### src/rtl/instr_prefetch_queue_pkg.sv
// Shared constants and types for the CPU10 instruction prefetch queue.
package instr_prefetch_queue_pkg;

    localparam int INSTR_W          = 10;
    localparam int PC_W             = 10;
    localparam int DEFAULT_RESET_PC = 0;
    localparam int OCC_W            = 5;

    // One queued instruction together with the PC it was fetched from.
    typedef struct packed {
        logic [INSTR_W-1:0] instr;
        logic [PC_W-1:0]    pc;
    } fetch_entry_t;

endpackage

### src/rtl/instr_prefetch_queue_if.sv
// ROM fetch port plus decode-side handshake for the prefetch queue.
interface instr_prefetch_queue_if
    import instr_prefetch_queue_pkg::*;
#(
    parameter int DATA_W = INSTR_W,
    parameter int ADDR_W = PC_W
) ();

    logic              rom_req;
    logic [ADDR_W-1:0] rom_addr;
    logic [DATA_W-1:0] rom_data;
    logic              redirect;
    logic [ADDR_W-1:0] redirect_pc;
    logic              halt;
    logic              instr_valid;
    logic [DATA_W-1:0] instr;
    logic [ADDR_W-1:0] instr_pc;
    logic              instr_ready;
    logic [OCC_W-1:0]  occupancy;
    logic              halted;

    // Prefetch queue side.
    modport master (
        output rom_req, rom_addr, instr_valid, instr, instr_pc, occupancy, halted,
        input  rom_data, redirect, redirect_pc, halt, instr_ready
    );

    // ROM / decode side.
    modport slave (
        input  rom_req, rom_addr, instr_valid, instr, instr_pc, occupancy, halted,
        output rom_data, redirect, redirect_pc, halt, instr_ready
    );

endinterface

### src/rtl/instr_prefetch_queue_sync_fifo.sv
// Small synchronous FIFO with flush and first-word fall-through head.
// Head data reads as zero while empty so the decode side never sees stale words.
module instr_prefetch_queue_sync_fifo #(
    parameter int DEPTH = 4,
    parameter int WIDTH = 20,
    parameter int CNT_W = $clog2(DEPTH + 1)
) (
    input  logic             clk,
    input  logic             rst_n,
    input  logic             push,
    input  logic [WIDTH-1:0] push_data,
    input  logic             pop,
    input  logic             flush,
    output logic             head_valid,
    output logic [WIDTH-1:0] head_data,
    output logic [CNT_W-1:0] count
);

    localparam int PTR_W = $clog2(DEPTH);

    logic [WIDTH-1:0] mem [DEPTH];
    logic [PTR_W-1:0] wr_ptr;
    logic [PTR_W-1:0] rd_ptr;
    logic             do_push;
    logic             do_pop;

    function automatic logic [PTR_W-1:0] next_ptr(input logic [PTR_W-1:0] p);
        return (p == PTR_W'(DEPTH - 1)) ? '0 : p + 1'b1;
    endfunction

    assign head_valid = (count != '0);
    assign head_data  = head_valid ? mem[rd_ptr] : '0;
    assign do_pop     = pop && head_valid && !flush;
    // Push at full is only accepted together with a pop.
    assign do_push    = push && !flush && ((count < CNT_W'(DEPTH)) || do_pop);

    // Storage write; data needs no reset since count gates visibility.
    always_ff @(posedge clk) begin
        if (do_push)
            mem[wr_ptr] <= push_data;
    end

    // Pointer and count bookkeeping; flush wins over push/pop.
    always_ff @(posedge clk) begin
        if (!rst_n || flush) begin
            wr_ptr <= '0;
            rd_ptr <= '0;
            count  <= '0;
        end else begin
            if (do_push)
                wr_ptr <= next_ptr(wr_ptr);
            if (do_pop)
                rd_ptr <= next_ptr(rd_ptr);
            count <= count + CNT_W'(do_push) - CNT_W'(do_pop);
        end
    end

endmodule

### src/rtl/instr_prefetch_queue.sv
// Fetch stage: sequential ROM reads with one-cycle fixed latency, queued with
// their PCs and presented to decode. Branch redirects flush; halt is sticky.
module instr_prefetch_queue
    import instr_prefetch_queue_pkg::*;
#(
    parameter int DATA_W   = INSTR_W,
    parameter int ADDR_W   = PC_W,
    parameter int DEPTH    = 4,
    parameter int RESET_PC = DEFAULT_RESET_PC
) (
    input  logic                   clk,
    input  logic                   rst_n,
    instr_prefetch_queue_if.master bus
);

    localparam int CNT_W = $clog2(DEPTH + 1);

    logic [ADDR_W-1:0] fetch_pc;
    logic              pending;
    logic [ADDR_W-1:0] pending_pc;
    logic              halted;
    logic              pop;
    logic              issue;
    logic              head_valid;
    logic [CNT_W-1:0]  count;
    logic [5:0]        inflight;
    fetch_entry_t      push_entry;
    fetch_entry_t      head_entry;

    assign pop = head_valid && bus.instr_ready;

    // Credit: queued + in-flight words after this cycle's pop must leave room
    // for the word this issue will return, so a push can never overflow.
    assign inflight = 6'(count) + 6'(pending) - 6'(pop);
    assign issue    = rst_n && !halted && !bus.halt && !bus.redirect
                    && (inflight < 6'(DEPTH));

    assign push_entry.instr = bus.rom_data;
    assign push_entry.pc    = pending_pc;

    instr_prefetch_queue_sync_fifo #(
        .DEPTH (DEPTH),
        .WIDTH (DATA_W + ADDR_W)
    ) u_fifo (
        .clk        (clk),
        .rst_n      (rst_n),
        .push       (pending && !bus.redirect),
        .push_data  (push_entry),
        .pop        (pop),
        .flush      (bus.redirect),
        .head_valid (head_valid),
        .head_data  (head_entry),
        .count      (count)
    );

    // Fetch PC, in-flight tracking and sticky halt; redirect outranks issue.
    always_ff @(posedge clk) begin
        if (!rst_n) begin
            fetch_pc   <= ADDR_W'(RESET_PC);
            pending    <= 1'b0;
            pending_pc <= '0;
            halted     <= 1'b0;
        end else begin
            if (bus.halt)
                halted <= 1'b1;
            if (bus.redirect) begin
                pending <= 1'b0;
                // Once halted the PC is frozen; the flush still happens.
                if (!halted)
                    fetch_pc <= bus.redirect_pc;
            end else begin
                pending <= issue;
                if (issue) begin
                    pending_pc <= fetch_pc;
                    fetch_pc   <= fetch_pc + 1'b1;
                end
            end
        end
    end

    assign bus.rom_req     = issue;
    assign bus.rom_addr    = fetch_pc;
    assign bus.instr_valid = head_valid;
    assign bus.instr       = head_entry.instr;
    assign bus.instr_pc    = head_entry.pc;
    assign bus.occupancy   = OCC_W'(count);
    assign bus.halted      = halted;

endmodule

### src/flat_wrapper.sv
// flat-port wrapper written by rule: the top's interface ports become plain ports
module instr_prefetch_queue_flat import instr_prefetch_queue_pkg::*;
#(
    parameter int DATA_W   = INSTR_W,
    parameter int ADDR_W   = PC_W,
    parameter int DEPTH    = 4,
    parameter int RESET_PC = DEFAULT_RESET_PC
)
  (clk, rst_n, bus_rom_req, bus_rom_addr, bus_instr_valid, bus_instr, bus_instr_pc, bus_occupancy, bus_halted, bus_rom_data, bus_redirect, bus_redirect_pc, bus_halt, bus_instr_ready);
  instr_prefetch_queue_if #(.DATA_W(DATA_W), .ADDR_W(ADDR_W)) bus_i ();
  input  logic clk;
  input  logic rst_n;
  output wire logic [$bits(bus_i.rom_req)-1:0] bus_rom_req;
  output wire logic [$bits(bus_i.rom_addr)-1:0] bus_rom_addr;
  output wire logic [$bits(bus_i.instr_valid)-1:0] bus_instr_valid;
  output wire logic [$bits(bus_i.instr)-1:0] bus_instr;
  output wire logic [$bits(bus_i.instr_pc)-1:0] bus_instr_pc;
  output wire logic [$bits(bus_i.occupancy)-1:0] bus_occupancy;
  output wire logic [$bits(bus_i.halted)-1:0] bus_halted;
  input wire logic [$bits(bus_i.rom_data)-1:0] bus_rom_data;
  input wire logic [$bits(bus_i.redirect)-1:0] bus_redirect;
  input wire logic [$bits(bus_i.redirect_pc)-1:0] bus_redirect_pc;
  input wire logic [$bits(bus_i.halt)-1:0] bus_halt;
  input wire logic [$bits(bus_i.instr_ready)-1:0] bus_instr_ready;
  assign bus_rom_req = bus_i.rom_req;
  assign bus_rom_addr = bus_i.rom_addr;
  assign bus_instr_valid = bus_i.instr_valid;
  assign bus_instr = bus_i.instr;
  assign bus_instr_pc = bus_i.instr_pc;
  assign bus_occupancy = bus_i.occupancy;
  assign bus_halted = bus_i.halted;
  assign bus_i.rom_data = bus_rom_data;
  assign bus_i.redirect = bus_redirect;
  assign bus_i.redirect_pc = bus_redirect_pc;
  assign bus_i.halt = bus_halt;
  assign bus_i.instr_ready = bus_instr_ready;
  instr_prefetch_queue #(.DATA_W(DATA_W), .ADDR_W(ADDR_W), .DEPTH(DEPTH), .RESET_PC(RESET_PC)) u_core (.clk(clk), .rst_n(rst_n), .bus(bus_i));
endmodule
### config.mk
export PLATFORM = sky130hd
export DESIGN_NAME = instr_prefetch_queue_flat
export DESIGN_NICKNAME = d
export VERILOG_FILES = /design/src/rtl/instr_prefetch_queue_pkg.sv /design/src/rtl/instr_prefetch_queue_if.sv /design/src/rtl/instr_prefetch_queue_sync_fifo.sv /design/src/rtl/instr_prefetch_queue.sv /design/src/flat_wrapper.sv
export SDC_FILE = /design/constraint.sdc
export NUM_CORES = 1
export LEC_CHECK = 0
export ABC_AREA = 1
export CAP_MARGIN = 10
export CORE_MARGIN = 2
export CORE_UTILIZATION = 55
export CTS_CLUSTER_DIAMETER = 120
export DETAILED_ROUTE_END_ITERATION = 8
export GPL_TIMING_DRIVEN = 0
export HOLD_SLACK_MARGIN = 0.05
export PLACE_DENSITY = 0.86
export SLEW_MARGIN = 0
export SYNTH_ARGS = -nofsm -noshare
export SYNTH_HDL_FRONTEND = slang
export SYNTH_HIERARCHICAL = 1
export SYNTH_SLANG_ARGS = --single-unit
### constraint.sdc
create_clock -name clk -period 3.55 [get_ports clk]
set_input_delay 0.8875 -clock clk [delete_from_list [all_inputs] [get_ports clk]]
set_output_delay 0.8875 -clock clk [all_outputs]
set_load 0.01 [all_outputs]
Word-level counts from Yosys, hierarchy flattened
Memory sizes are Yosys's and may differ from the RTL's. A register that Yosys moved wholly into a read port is not among the register bits.
Cells that the tools add are included.
{ "totals": {"mem_bits_rw": 80, "latch_bits": 0, "in_bits": 25, "n_memories": 1, "rom_bits": 0, "word_cells": 53, "register_bits": 29, "out_inout_bits": 38} }
{ "memory_table": {"columns": ["name", "depth", "word_bits", "rd", "rd_ports_with_merged_regs", "wr", "line_no", "rtl"], "rows": [
  ["u_core.u_fifo.mem", 4, 20, 1, 1, 1, "instr_prefetch_queue_sync_fifo.sv:21", "logic [WIDTH-1:0] mem [DEPTH];"]
]} }
{ "classes": {"n_bitwise": 2, "n_mux": 10, "n_div": 0, "n_addsub": 7, "n_lt_le_gt_ge": 2, "n_reduce_logical": 21, "n_shift": 0, "multipliers": 0, "eq_ne": 3} }
{ "op_table": {"columns": ["cell", "n"], "rows": [
  ["10-bit two-way mux", 3],
  ["20-bit two-way mux", 1],
  ["10-bit by 1-bit adder with 10-bit output (second input constant)", 1],
  ["1-bit logical AND", 10],
  ["2-bit two-way mux", 4],
  ["6-bit by 3-bit < comparator with 1-bit output (second input constant)", 1],
  ["6-bit by 1-bit subtractor with 6-bit output", 1],
  ["2-bit by 1-bit adder with 2-bit output (second input constant)", 2],
  ["3-bit by 1-bit adder with 4-bit output", 1],
  ["2-bit == test (second input constant)", 2],
  ["1-bit zero test", 4],
  ["2-bit AND reduction", 2],
  ["3-bit by 1-bit adder with 3-bit output", 1],
  ["3-bit < comparator (second input constant)", 1],
  ["3-bit nonzero test", 1],
  ["3-bit by 1-bit subtractor with 3-bit output", 1],
  ["1-bit logical OR", 2],
  ["1-bit two-way mux", 2],
  ["2-bit inequality test (second input constant)", 1],
  ["1-bit NOT", 2],
  ["2-bit nonzero test", 1],
  ["2-bit OR reduction", 1]
]} }

Longest topological paths before layout
Gate-level depths: netlist (run 1).
{ "logic_depth": {"ltp_word": 8, "mapped_depth": 17} }

Cells and area by module
Netlist (run 1), hierarchy kept.
{ "by_module_without_submodules": {"columns": ["mod", "n_inst", "area_per_inst_um2", "seq_area_each_um2", "cells_per_inst"], "rows": [
  ["instr_prefetch_queue_sync_fifo", 1, 3956.3, 2582.5, 391],
  ["instr_prefetch_queue", 1, 1447.6, 440.4, 224]
]} }

Worst setup path after synthesis (run 1)
No wires, ideal clock.
{ "synth_timing": {"path_kind": "input port to output port", "start": "in bus_instr_ready", "end": "out bus_rom_req", "arrival_ns": 2.069, "path_slack_ns": 0.594, "cell_stages": 12, "cell_sequence": "nand2_1 inv_1 ha_1 inv_1 ha_1 nand3_1 nand3_1 nand2_1 nor2_2 nand2_4 inv_2 buf_6"} }
{ "synth_via": {"elab_chain_len": 4} }
{ "synth_rtl": {"columns": ["element", "line_no", "rtl"], "rows": [
  ["start, declared", "flat_wrapper.sv:24", "input wire logic [$bits(bus_i.instr_ready)-1:0] bus_instr_ready;"],
  ["1-bit logical AND", "instr_prefetch_queue.sv:30", "assign pop = head_valid && bus.instr_ready;"],
  ["net u_core.pop", "instr_prefetch_queue.sv:22", "logic pop;"],
  ["6-bit by 1-bit subtractor with 6-bit output", "instr_prefetch_queue.sv:34", "assign inflight = 6'(count) + 6'(pending) - 6'(pop);"],
  ["6-bit by 3-bit < comparator with 1-bit output", "instr_prefetch_queue.sv:36", "&& (inflight < 6'(DEPTH));"],
  ["1-bit logical AND", "instr_prefetch_queue.sv:36", null],
  ["end, declared", "flat_wrapper.sv:13", "output wire logic [$bits(bus_i.rom_req)-1:0] bus_rom_req;"]
]} }
The timed path passes the listed nets, and every way through them passes these cells.

Worst setup path in the final report (run 1)
Same ends and word-level chain as after synthesis.

==> results of run 1 <==
[power groups by stage]
stage / Sequential [mW] / Clock [mW] / Combinational (mW)
2_1_floorplan: 1.46 / 0 / 0.0933
3_3_place_gp: 1.46 / 0 / 0.170
3_5_place_dp: 1.46 / 0 / 0.175
4_1_cts: 1.43 / 0.768 / 0.178
5_1_grt: 1.43 / 0.819 / 0.200
6_report: 1.43 / 0.753 / 0.180
[critical path, cell delays in order]
cell and delay [ns]:
clkdlybuf4s50_1 0.45, nand2_1 0.06, inv_2 0.06, ha_1 0.13, inv_1 0.06, ha_4 0.28, inv_1 0.05, nor2_1 0.08
nand2_1 0.07, nand3_1 0.09, nand2_2 0.07, nand2_4 0.07, inv_4 0.04, buf_8 0.11, buf_6 0.11
[registers in the layout, summed over array words and instances (netlist names), named ones only]
| register | count |
|---|---|
| u_core/bus.rom_addr | 10 |
| u_core/u_fifo/count | 3 |
| u_core/bus.halted | 1 |
| u_core/u_fifo/wr_ptr | 2 |
| u_core/pending | 1 |
| u_core/u_fifo/mem | 80 |
| u_core/u_fifo/rd_ptr | 2 |
| u_core/pending_pc | 10 |
[cells by family after synthesis]
family | share of synthesized area (%)
XOR/XNOR | 0.1621
flip-flops | 55.94
other | 0.06939
AND/OR/NAND/NOR | 22.04
adder cells (fa/ha/maj) | 3.149
AO/OA/AOI/OAI | 5.487
buffers and inverters | 13.15
[what timing repair did]
item,CTS,global route
resized for setup,8,6
hold buffers,0,0
endpoints found under the setup margin,1,2
pin swaps,2,2
setup buffers,2,0
hold endpoints to repair,0,0
[routing by layer]
layer / vias to the layer above / track usage (%) / part of all wire [%]
met2: 181 / 41.96 / 49
met4: 0 / 8.401 / 1.1
li1: 2084 / - / -
met3: 15 / 2.915 / 7.8
met1: 1953 / 29.20 / 42
met5: - / 0 / 0
[layout make-up]
type	instances	area, sq um	share of cell area (%)
Clock inverter	6	56.30	0.8657
Tap cell	133	166.4	2.559
Buffer	27	214.0	3.290
Inverter	133	504.2	7.753
Timing Repair Buffer	66	676.9	10.41
Clock buffer	10	148.9	2.289
Sequential cell	111	3023	46.48
Multi-Input combinational cell	345	1714	26.36
[path summary, 6_finish.rpt]
| path | start | to | slack [ns] | cells past startpoint |
|---|---|---|---|---|
| worst max-delay path | bus_instr_ready | bus_rom_req | 0.05 | 15 |
| worst min-delay path | u_core/u_fifo/wr_ptr[1]$_SDFFE_PP0P_ | u_core/u_fifo/wr_ptr[1]$_SDFFE_PP0P_ | 0.52 | 2 |
| worst max register to register | u_core/u_fifo/count[1]$_SDFF_PP0_ | u_core/u_fifo/count[2]$_SDFF_PP0_ | 1.13 | 14 |
| worst min register to register | u_core/u_fifo/wr_ptr[1]$_SDFFE_PP0P_ | u_core/u_fifo/wr_ptr[1]$_SDFFE_PP0P_ | 0.52 | 2 |
[cells in the mapped netlist, types with 2 or more instances]
cell	number	share of area (%)
nand3_1	72	6.7
nor2_2	11	1.3
dfxtp_1	31	11
clkbuf_1	2	0.14
nor2_1	43	3.0
nand2_1	141	9.8
inv_1	126	8.8
buf_1	2	0.14
ha_1	12	2.8
inv_2	6	0.42
o21ai_1	14	1.3
nand2_2	2	0.23
edfxtp_1	80	44
nand2_4	2	0.42
a21oi_2	9	1.5
nand4_1	3	0.35
a21oi_1	27	2.5
buf_4	3	0.42
buf_6	9	1.9
buf_2	10	0.93
==> impl_metrics.ini, run 1 <==
[run_status]
status = finished, final reports clean

[clock_network]
cts_made_buffers = 9
cts.sinks = 111
clock_tree.root_cell = clkbuf_8
clk_latency_ns = 0.36
path_clk_slew_ns = 0.10
ctsHtreeMaxLevel = 3
cts_tree = done
clk_path_buf_depth = 2

[yosys]
ys_async_sr_fraction_pct = 0
avgSynthCellArea_sq_um = 8.787
yosysSeqAreaShare_pct = 55.94
ys_ff_latch = 111
yosys_most_used_dff = edfxtp_1
syn_area_sq_mm = 0.005404
synth_cell_types = 30
synthCells = 615
synth-warning-count = 6
synth-edff-count = 80

[layout]
antenna_cells = 0
final_cells = 831
nets = 731
design_area_sq_mm = 0.006504
fin_util_pct = 67.47
layout-drive-gt1-share_pct = 12.46
fill_cells = 770
area_growth_pct = 20.35
mostFrequentLayoutCells = nand2_1 (141), inv_1 (125), edfxtp_1 (80)
mostFrequentLayoutCell = nand2_1

[placed_design]
postPlaceCellArea_sq_mm = 0.006245
port_buffers = 60
place.gp.congestion = 0.8859
dpl_worst_slack_ns = -0.5579
placed_cells = 813
dp_hpwl_um = 7982

[sta]
skew_ns = 0.01149
setup_viol = 0
hold_viol_final = 0
setup_tns_ns = 0
layout_setup_ws_ns = 0.04792
min_period_over_period_pct = 98.65
holdWs_ns = 0.5213
rsz0062_at_grt = yes
max_freq_mhz = 285.5
maxSlewHeadroom_pct = 51.43
worstMarginPinSlew_ns = 0.7277
drv_slew = 0
fin_crit_ns = 3.502

[setup_path]
critPathLaunchType = input pin
cp.arrival_ns = 2.61
endpoint_kind = output port
crit_type = input pin to output port
required_ns = 2.66
worstPathMaxFanout = 2

[global_routing]
grt_pass1_wl_um = 19140
track_usage_pct = 23.43
overflow = 0
grt_pass1_vias = 4218
grt_max_degree = 21
grt_antenna_before_repair = 0

[power_and_ir_drop]
leakagePower_nw = 2.816
power.share.clock_pct = 31.9
vdd_drop_max_mv = 0.2496
internal-power_mw = 1.806
cellPowerDensity_mw_per_mm2 = 363.4
switchingPower_mw = 0.5576
power_mw = 2.363
p_sw_share_pct = 23.60
combPwrFrac_pct = 7.6
p_seq_share_pct = 60.5

[detailed_routing]
drtIter0Drc = 261
antenna_left = 0
via_count = 4233
drc = 0
first_pass_iters = 5
wl_um = 11730
avgRoutedWirePerCell_um = 14.11
vias_per_cell = 5.094

[floorplanning]
dieWidth_um = 103.1
die_y_um = 103.1
coreArea_sq_mm = 0.009639
rows = 36
ios = 63
die-area_sq_mm = 0.01063
start_util_pct = 56.06

[flow_run]
maxCapViolCount = 0

[hold_path]
hp-class = register to register
(Power assumes the default switching activity.)
==> run 2, diff against run 1 <==
Settings changed: CORE_UTILIZATION 55 to 50, PLACE_DENSITY 0.86 to 0.79.
==> impl_metrics.ini, run 2 (same netlist as run 1, synthesis figures left out) <==
[run_status]
status = finished, final reports clean

[detailed_routing]
avgRoutedWirePerCell_um = 13.71
antenna_left = 0
vias_per_cell = 4.897
drc = 0
first_pass_iters = 6
wl_um = 11430
via_count = 4084
drtIter0Drc = 245

[layout]
fill_cells = 837
area_growth_pct = 21.30
largest_reg_flops = 80
nets = 731
final_cells = 834
top_register = u_core/u_fifo/mem
mostFrequentLayoutCell = nand2_1
antenna_cells = 0
mostFrequentLayoutCells = nand2_1 (141), inv_1 (123), edfxtp_1 (80)
layout-drive-gt1-share_pct = 13.18

[setup_path]
cpLargestDelayFamily = buffers and inverters
endpoint_kind = register
crit_type = input pin to register
cp.arrival_ns = 3.55
r2r-start = u_core/u_fifo/count[1]$_SDFF_PP0_
required_ns = 3.86
max_stage_delay_ns = 0.61
critPathBufInv = 4
startpoint = bus_redirect
critPathLaunchType = input pin
worstPathMaxFanout = 10
crit_chain = clkdlybuf4s50_1, clkbuf_2, nor2_1, inv_1, nor2_2, nand2_2, ha_1, inv_1, ha_1, fa_1, nand3_1, nand2_1, nor2_1
cp_slowest_cell = clkdlybuf4s50_1

[sta]
fin_crit_ns = 3.240
worstMarginPinSlew_ns = 0.6586
hold_viol_final = 0
max_freq_mhz = 308.6
setup_viol = 0
holdWs_ns = 0.5162
maxSlewHeadroom_pct = 56.05
layout_setup_ws_ns = 0.3098
skew_ns = 0.01171
rsz0062_at_grt = no
drv_slew = 0
min_period_over_period_pct = 91.27

[global_routing]
grt_max_degree = 21
met2_usage_pct = 35.49
overflow = 0
grt_pass1_vias = 4050
grt_pass1_wl_um = 18570
gr-max-usage-layer = met2
gr-usage-met3_pct = 2.893
gr-usage-met1_pct = 25.83
track_usage_pct = 20.41
grt_antenna_before_repair = 0

[clock_network]
clk_latency_ns = 0.36
clk_path_buf_depth = 2
clock_tree.root_cell = clkbuf_8
cts_tree = done
cts.sinks = 111
cts_made_buffers = 9
path_clk_slew_ns = 0.11
holdBufCountCts = 0
ctsHtreeMaxLevel = 3

[power_and_ir_drop]
cellPowerDensity_mw_per_mm2 = 360.9
vdd_drop_max_mv = 0.2304
leakagePower_nw = 2.838
power_mw = 2.365

[floorplanning]
coreArea_sq_mm = 0.01042
start_util_pct = 51.88
die_y_um = 108.0
ios = 63
rows = 37
die-area_sq_mm = 0.01166
dieWidth_um = 108.0

[placed_design]
placed_cells = 816
dp_hpwl_um = 7808
place.gp.congestion = 0.8592
dpl_worst_slack_ns = -0.6290
port_buffers = 60

[hold_path]
hp-class = register to register
min-delay-start = u_core/bus.halted$_SDFFE_PN0P_

[flow_run]
maxCapViolCount = 0
==> run 2: cell types whose count changed in the layout (fill, tap and decap cells not counted), moves of 2 or more <==
cell	before	now
buf_16	0	2
inv_1	125	123
buf_8	5	3
nor2_1	39	37
inv_2	6	8
nor2_2	15	17
==> run 2: metal layers <==
metal | share of wire (%) | vias to the layer above | wire length [um]
li1 | - | 2085 | -
met4 | 1.4 | 0 | 157
met1 | 43 | 1846 | 4874
met3 | 5.6 | 14 | 635
met5 | 0 | - | 0
met2 | 50 | 139 | 5765
==> run 2: power breakdown <==
group / internal, mW / switching (mW) / total [mW]
combinational: 0.0890 / 0.0911 / 0.180
clock: 0.314 / 0.441 / 0.755
sequential: 1.40 / 0.0270 / 1.43
total: 1.81 / 0.559 / 2.37
==> run 2: through the flow <==
stage	cell area, sq um	util [%]	setup TNS [ns]
floorplan	5408	-	0
global placement	6178	59.32	-56.65
detailed placement	6274	60.23	-1.465
CTS	6546	62.85	0
global route	6555	62.93	0
finish	6555	62.93	0
==> run 2: area by class of cell <==
class | instances | area, sq um | area share, %
Buffer | 27 | 214.0 | 3.264
Inverter | 133 | 504.2 | 7.692
Multi-Input combinational cell | 345 | 1732 | 26.42
Timing Repair Buffer | 66 | 704.4 | 10.75
Clock inverter | 6 | 58.81 | 0.8971
Sequential cell | 111 | 3023 | 46.12
Clock buffer | 10 | 148.9 | 2.271
Tap cell | 136 | 170.2 | 2.596
==> run 2: timing repair <==
| action | CTS | global route |
|---|---|---|
| gates cloned | 0 | 0 |
| endpoints found under the setup margin | 1 | 3 |
| pin swaps | 5 | 6 |
| setup buffers | 2 | 0 |
| resized for setup | 15 | 6 |
==> run 2: path summary, 6_finish.rpt <==
kind	endpoint	slack, ns	cells past startpoint
worst min-delay path	u_core/bus.halted$_SDFFE_PN0P_	0.52	1
worst max register to register	u_core/u_fifo/count[2]$_SDFF_PP0_	1.11	14
worst min register to register	u_core/bus.halted$_SDFFE_PN0P_	0.52	1
worst max-delay path	u_core/u_fifo/count[2]$_SDFF_PP0_	0.31	13
